==> src/rtl/xcorr_pkg.sv <==
// xcorr_pkg: shared types and default sizing for the xcorr IQ sample RAM sequencer.
//   xc_state_t    replay sequencer state (IDLE, READ, DRAIN)
//   XC_RM_DEP     default RAM address width (buffer depth 2**XC_RM_DEP samples)
//   XC_WIN        default replay window length in samples
package xcorr_pkg;

    typedef enum logic [1:0] {
        IDLE  = 2'd0,
        READ  = 2'd1,
        DRAIN = 2'd2
    } xc_state_t;

    localparam int unsigned XC_RM_DEP = 12;
    localparam int unsigned XC_WIN    = 1024;

endpackage

==> src/rtl/xcorr_ram_ctrl.sv <==
// xcorr_ram_ctrl: address sequencer for the xcorr IQ sample RAM.
// The RAM (instantiated by the parent) writes every clock at o_count_w and performs a registered
// read at o_count_r with one clock of latency. Incoming samples fill the RAM as a circular buffer;
// on request the WIN most recent samples are replayed oldest first with framing strobes.
//
// Ports
//   i_clk        system clock
//   i_rst        synchronous, active-high reset
//   i_in_valid   RAM input holds a valid sample this clock
//   i_start      replay request, level sampled each clock
//   o_count_w    RAM write address (next free slot)
//   o_count_r    RAM read address
//   o_rd_valid   RAM output belongs to the current window
//   o_rd_first   with o_rd_valid: oldest sample of the window
//   o_rd_last    with o_rd_valid: newest sample of the window
//   o_busy       replay in progress (start ignored)
//   o_done       1-clock pulse the clock after o_rd_last
//   o_start_err  1-clock pulse: start rejected because fewer than WIN samples are buffered
//   o_overrun    sticky: window may have been overwritten during replay; cleared on accept
module xcorr_ram_ctrl
    import xcorr_pkg::*;
#(
    parameter int unsigned RM_DEP = XC_RM_DEP,
    parameter int unsigned WIN    = XC_WIN
) (
    input  logic              i_clk,
    input  logic              i_rst,
    input  logic              i_in_valid,
    input  logic              i_start,
    output logic [RM_DEP-1:0] o_count_w,
    output logic [RM_DEP-1:0] o_count_r,
    output logic              o_rd_valid,
    output logic              o_rd_first,
    output logic              o_rd_last,
    output logic              o_busy,
    output logic              o_done,
    output logic              o_start_err,
    output logic              o_overrun
);

    localparam int unsigned DEPTH = 1 << RM_DEP;

    localparam logic [RM_DEP-1:0] WIN_ADDR  = RM_DEP'(WIN);
    localparam logic [RM_DEP-1:0] ADDR_ONE  = RM_DEP'(1);
    localparam logic [RM_DEP:0]   CNT_ONE   = (RM_DEP + 1)'(1);
    localparam logic [RM_DEP:0]   WIN_CNT   = (RM_DEP + 1)'(WIN);
    localparam logic [RM_DEP:0]   LAST_CNT  = (RM_DEP + 1)'(WIN - 1);
    localparam logic [RM_DEP:0]   DEPTH_CNT = (RM_DEP + 1)'(DEPTH);
    // Writes that can land outside the window before it has been fully read.
    localparam logic [RM_DEP:0]   OVR_LIM   = (RM_DEP + 1)'(DEPTH - WIN);

    if (WIN < 1 || WIN > DEPTH - 1) begin : g_bad_win
        $error("xcorr_ram_ctrl: WIN must be in 1..2**RM_DEP-1");
    end

    xc_state_t         r_state;
    logic [RM_DEP-1:0] r_count_w;
    logic [RM_DEP-1:0] r_count_r;
    logic [RM_DEP:0]   r_fill;
    logic [RM_DEP:0]   r_rd_cnt;
    logic [RM_DEP:0]   r_wr_cnt;
    logic              r_rd_valid;
    logic              r_rd_first;
    logic              r_rd_last;
    logic              r_busy;
    logic              r_done;
    logic              r_start_err;
    logic              r_overrun;

    logic              w_enough;
    logic [RM_DEP:0]   w_fill_nxt;
    logic [RM_DEP-1:0] w_base;
    logic              w_issue;

    assign w_enough   = (r_fill >= WIN_CNT);
    assign w_fill_nxt = (r_fill == DEPTH_CNT) ? r_fill : r_fill + CNT_ONE;
    // Pre-edge write pointer: a sample arriving in the accept clock is not part of the window.
    assign w_base     = r_count_w - WIN_ADDR;
    assign w_issue    = (r_state == READ);

    always_ff @(posedge i_clk) begin
        if (i_rst) begin
            r_state     <= IDLE;
            r_count_w   <= '0;
            r_count_r   <= '0;
            r_fill      <= '0;
            r_rd_cnt    <= '0;
            r_wr_cnt    <= '0;
            r_rd_valid  <= 1'b0;
            r_rd_first  <= 1'b0;
            r_rd_last   <= 1'b0;
            r_busy      <= 1'b0;
            r_done      <= 1'b0;
            r_start_err <= 1'b0;
            r_overrun   <= 1'b0;
        end else begin
            // The RAM writes every clock; only a valid sample advances the pointer.
            if (i_in_valid) begin
                r_count_w <= r_count_w + ADDR_ONE;
                r_fill    <= w_fill_nxt;
            end

            // Read strobes trail the address issue by the RAM read latency.
            r_rd_valid  <= w_issue;
            r_rd_first  <= w_issue && (r_rd_cnt == '0);
            r_rd_last   <= w_issue && (r_rd_cnt == LAST_CNT);
            r_done      <= 1'b0;
            r_start_err <= 1'b0;

            case (r_state)
                IDLE: begin
                    if (i_start && w_enough) begin
                        r_count_r <= w_base;
                        r_rd_cnt  <= '0;
                        r_wr_cnt  <= '0;
                        r_overrun <= 1'b0;
                        r_busy    <= 1'b1;
                        r_state   <= READ;
                    end else if (i_start) begin
                        r_start_err <= 1'b1;
                    end
                end
                READ: begin
                    r_count_r <= r_count_r + ADDR_ONE;
                    r_rd_cnt  <= r_rd_cnt + CNT_ONE;
                    // Only writes while addresses are still being issued can hit an unread slot.
                    if (i_in_valid) begin
                        r_wr_cnt <= r_wr_cnt + CNT_ONE;
                        if (r_wr_cnt >= OVR_LIM) begin
                            r_overrun <= 1'b1;
                        end
                    end
                    if (r_rd_cnt == LAST_CNT) begin
                        r_state <= DRAIN;
                    end
                end
                DRAIN: begin
                    r_busy  <= 1'b0;
                    r_done  <= 1'b1;
                    r_state <= IDLE;
                end
                default: begin
                    r_state <= IDLE;
                end
            endcase
        end
    end

    assign o_count_w   = r_count_w;
    assign o_count_r   = r_count_r;
    assign o_rd_valid  = r_rd_valid;
    assign o_rd_first  = r_rd_first;
    assign o_rd_last   = r_rd_last;
    assign o_busy      = r_busy;
    assign o_done      = r_done;
    assign o_start_err = r_start_err;
    assign o_overrun   = r_overrun;

endmodule

==> config.mk <==
export PLATFORM = sky130hd
export DESIGN_NAME = xcorr_ram_ctrl
export DESIGN_NICKNAME = d
export VERILOG_FILES = /design/src/rtl/xcorr_pkg.sv /design/src/rtl/xcorr_ram_ctrl.sv
export SDC_FILE = /design/constraint.sdc
export NUM_CORES = 1
export LEC_CHECK = 0
export BUFFER_PORTS_ARGS = -buffer_cell sky130_fd_sc_hd__buf_2
export CAP_MARGIN = 20
export CORE_ASPECT_RATIO = 0.9
export CORE_MARGIN = 2
export CORE_UTILIZATION = 48
export CTS_CLUSTER_SIZE = 25
export DETAILED_ROUTE_END_ITERATION = 12
export MAX_ROUTING_LAYER = met4
export PLACE_DENSITY = 0.75
export SLEW_MARGIN = 20
export SYNTH_ARGS = -nofsm -noshare
export SYNTH_HDL_FRONTEND = slang
export SYNTH_SLANG_ARGS = --single-unit
==> constraint.sdc <==
create_clock -name i_clk -period 5.32 [get_ports i_clk]
set_input_delay 0.798 -clock i_clk [delete_from_list [all_inputs] [get_ports i_clk]]
set_output_delay 0.798 -clock i_clk [all_outputs]
set_load 0.01 [all_outputs]
==> results by group <==
Global routing
  • Initial antenna violation count: 0
  • Number of global-route vias before repair: 2823
  • First-pass GRT wire length: 12.9 mm
  • GRT overflow: 0
  • All-layer global routing usage: 0.209
  • Pin count of the biggest net entering global routing: 50

Cells and area
  • Number of fill cells: a little under 700
  • Multi-input gate area: 0.00184 mm2
  • Most common cell after layout, fill and taps aside: dfxtp_1
  • Area growth, synth to finish: 12.1%
  • Nets: 442
  • Register area: about 0.0014 mm2
  • Commonest cells after routing, fill and taps aside: dfxtp_1, nor2_1, buf_2
  • Share of layout cells above drive strength 1: 0.122
  • N_diodes: 0

Die
  • Die Y: about 84 um
  • # IOs: 35
  • Die area: 0.00781 mm2
  • Starting density of the core: 0.491
  • Die Width: 93.0 um
  • Row count: 29
  • Core area: 0.00697 mm2

Clocking
  • Post_cts resized: 0
  • CTS max path bufs: 2
  • Worst-Skew Late Latency: 350 ps
  • Cts hold-fix bufs: 0
  • TritonCTS buffer count: 9
  • Postcts setup bufs: 0
  • Clk root buf: clkbuf_8
  • CTS sink cnt: 72
  • CTS tree: done
  • CTS clk-pin slew, worst paths: 80 ps
  • CTS H-tree depth: 3

Route
  • Vias per cell: 5.77
  • Violation count after the first detailed-routing iteration: 150
  • Residual DRC count: 0
  • DR vias: 3049
  • Final ANT Viol Nets: 0
  • Drt pass-1 iters: 4
  • DR WL/cell: 14.4 um
  • Total wire length: 7.61 mm

Critical path
  • Slowest-stage cell, CP: dfxtp_1
  • Critical path buffers and inverters: 0
  • Reg2Reg Depth: 4
  • Delay-heaviest family, CP: simple AND/OR/NAND/NOR gates
  • Worst setup SP type: register
  • R2r setup slk: 2810 ps
  • Crit path max fanout: 23
  • RR Endpoint: r_wr_cnt[11]$_SDFFE_PP0P_
  • Largest stage delay, worst path: approximately 750 ps
  • Critical-path cell list: and2b_1 > a22oi_2 > or4_1 > a21oi_1
  • CP Data Arrival Time: ~2800 ps
  • Critical Path RT: 5590 ps
  • CP endpoint kind: register
  • Reg2reg start: r_state[0]$_SDFFE_PP0P_
  • Crit. Startpoint: r_state[0]$_SDFFE_PP0P_
  • Critical path class: reg -> reg

Logic synthesis
  • Largest family of logic cells by synthesized area: simple AND/OR/NAND/NOR gates
  • Distinct cells, synth: 49
  • Yosys warns: 0
  • Post-synth EDFFs: 0
  • Post-Syn Instances: 402
  • Simple-Gate Fraction of Synth Area: 0.257
  • Dominant synthesized flop cell: dfxtp_1
  • Total nets after synthesis: between 400 and 500
  • Compound-Gate Fraction of Synth Area: 0.183
  • Mux contribution to synthesized area: 0.00878
  • Sequential fraction of the synthesis area: 0.422
  • Area of the mapped netlist: 0.00342 mm2
  • Ys async rst share: 0
  • XOR/XNOR Fraction of Synth Area: 0.0615
  • Syn Area/Cell: ~8.5 um2
  • Flops & latches, synth: 72
  • Post-Synth Adder-Cell Area: 0.0293

Pwr
  • Clk pwr share: 0.431
  • Register share of total power: 0.539
  • Net Sw Frac: 0.229
  • Pwr/cell area: 265 mW/mm2
  • Maximum VDD drop: about 0.00016 V
  • P_int: just under 800 uW
  • Combinational fraction of design power: 0.030
  • Leakage power: 0.00133 uW
  • Sw power: roughly 230 uW

Timing
  • Unrepaired setup endpoints after global routing: false
  • Final period util: 0.472
  • Count of final setup violators: 0
  • Setup WS post-layout: between 2000 and 3000 ps
  • Fin. Hold Viols: 0
  • Final Critical Period: between 2000 and 3000 ps
  • Setup TNS Final: 0 ps
  • Max Clk Rate: 398 MHz
  • Slew @ Worst Pin: 986 ps
  • Slew Limit Fails: 0
  • Slew headroom: 0.343
  • Final setup skew: 10.8 ps

Worst hold path
  • Origin of the worst min-delay path: o_overrun$_SDFFE_PP0P_
  • Hold crit path type: reg -> reg
  • Worst hold path stage count: 1
  • Worst hold endpoint: o_overrun$_SDFFE_PP0P_

Place
  • Gpl congestion: between 0.8 and 0.9
  • Detailed placer's ending HPWL: roughly 5.2 mm
  • Pre-CTS setup slack: around 2800 ps
  • IO Port Bufs: 34

Run
  • Max-Cap Viols: 0

Outcome
  • Status: completed
[state kept, by name (all words and copies together), names as in the netlist]
| register | cells |
|---|---|
| o_start_err | 1 |
| o_done | 1 |
| o_overrun | 1 |
| o_count_w | 12 |
| r_wr_cnt | 13 |
| o_busy | 1 |
| o_rd_last | 1 |
| o_rd_first | 1 |
| o_count_r | 12 |
| r_fill | 13 |
| r_rd_cnt | 13 |
| r_state | 2 |
| o_rd_valid | 1 |
[cells by family (layout without fill, tap and decap cells)]
kind of cell,Yosys count,count (layout)
multiplexers,3,3
AO/OA/AOI/OAI,98,98
flip-flops,72,72
AND/OR/NAND/NOR,165,165
XOR/XNOR,24,24
adder cells (fa/ha/maj),8,8
buffers and inverters,32,65
[synth_stat cells, types with 2 or more instances]
cell type | count | area, um2
a211oi_1 | 8 | 60.1
a21oi_1 | 31 | 155
a221oi_1 | 4 | 35.0
a22oi_1 | 2 | 15.0
a311oi_1 | 3 | 26.3
and2_1 | 4 | 25.0
and3_1 | 5 | 31.3
and4_1 | 5 | 43.8
buf_1 | 2 | 7.51
buf_2 | 3 | 15.0
clkbuf_1 | 10 | 37.5
dfxtp_1 | 72 | 1440
ha_1 | 8 | 100
inv_1 | 14 | 52.6
mux2i_1 | 3 | 30.0
nand2_1 | 29 | 109
nand2b_1 | 3 | 18.8
nand3_1 | 16 | 80.1
nand4_1 | 19 | 119
nor2_1 | 36 | 135
nor3_1 | 13 | 65.1
nor4_1 | 5 | 31.3
nor4b_1 | 3 | 26.3
o211ai_1 | 5 | 37.5
o21a_1 | 2 | 15.0
o21ai_0 | 19 | 95.1
o21ai_1 | 2 | 10.0
o22ai_1 | 2 | 12.5
o31a_1 | 2 | 17.5
o31ai_1 | 10 | 75.1
or3_1 | 13 | 81.3
or4_1 | 10 | 75.1
xnor2_1 | 13 | 114
xor2_1 | 11 | 96.3
[routing by layer]
metal | GRT usage | part of all wire | vias to the layer above
met5 | - | 0 | -
met4 | 0.0428 | 0.010 | 0
met2 | 0.323 | 0.46 | 73
li1 | - | - | 1548
met3 | 0.0542 | 0.045 | 8
met1 | 0.277 | 0.49 | 1420
[metrics by stage]
| step | power (uW) | hold WS, ps | utilization | area (um2) | std cells |
|---|---|---|---|---|---|
| 4_1_cts | 1020 | 475 | 0.550 | 3830 | 528 |
| 6_report | 1020 | 477 | 0.550 | 3830 | 528 |
| 3_3_place_gp | 589 | 444 | 0.520 | 3630 | 512 |
| 5_1_grt | 1050 | 512 | 0.550 | 3830 | 528 |
| 2_1_floorplan | 581 | 437 | - | 3420 | 402 |
| 3_5_place_dp | 590 | 456 | 0.520 | 3630 | 512 |
[power groups by stage]
stage | sequential [uW] | combinational [uW] | clock [uW]
floorplan | 560 | 21.1 | 0
detailed placement | 560 | 30.6 | 0
finish | 547 | 30.4 | 438
CTS | 547 | 31.0 | 445
global placement | 559 | 29.9 | 0
global route | 548 | 34.6 | 469
[how the worst max path moves through the flow]
| stage | to | slack (ps) | depth (start not counted) |
|---|---|---|---|
| 5_1_grt | o_count_r[10]$_SDFFE_PP0P_ | 2630 | 4 |
| 2_1_floorplan | r_wr_cnt[8]$_SDFFE_PP0P_ | 3340 | 5 |
| 3_3_place_gp | r_rd_cnt[5]$_SDFFE_PP0P_ | 2890 | 4 |
| 6_report | r_wr_cnt[11]$_SDFFE_PP0P_ | 2810 | 4 |
| 3_5_place_dp | o_count_r[9]$_SDFFE_PP0P_ | 2830 | 5 |
| 4_1_cts | r_wr_cnt[7]$_SDFFE_PP0P_ | 2850 | 4 |
[cell type report]
cell class / instances / area share
sequential: 72 / 0.376
clock inverter: 6 / 0.0176
tap: 93 / 0.0304
clock buffer: 10 / 0.0359
inverter: 15 / 0.0147
multi-input combinational: 298 / 0.481
timing repair buffer: 34 / 0.0444
No activity file was read; power rests on OpenSTA's default activity.
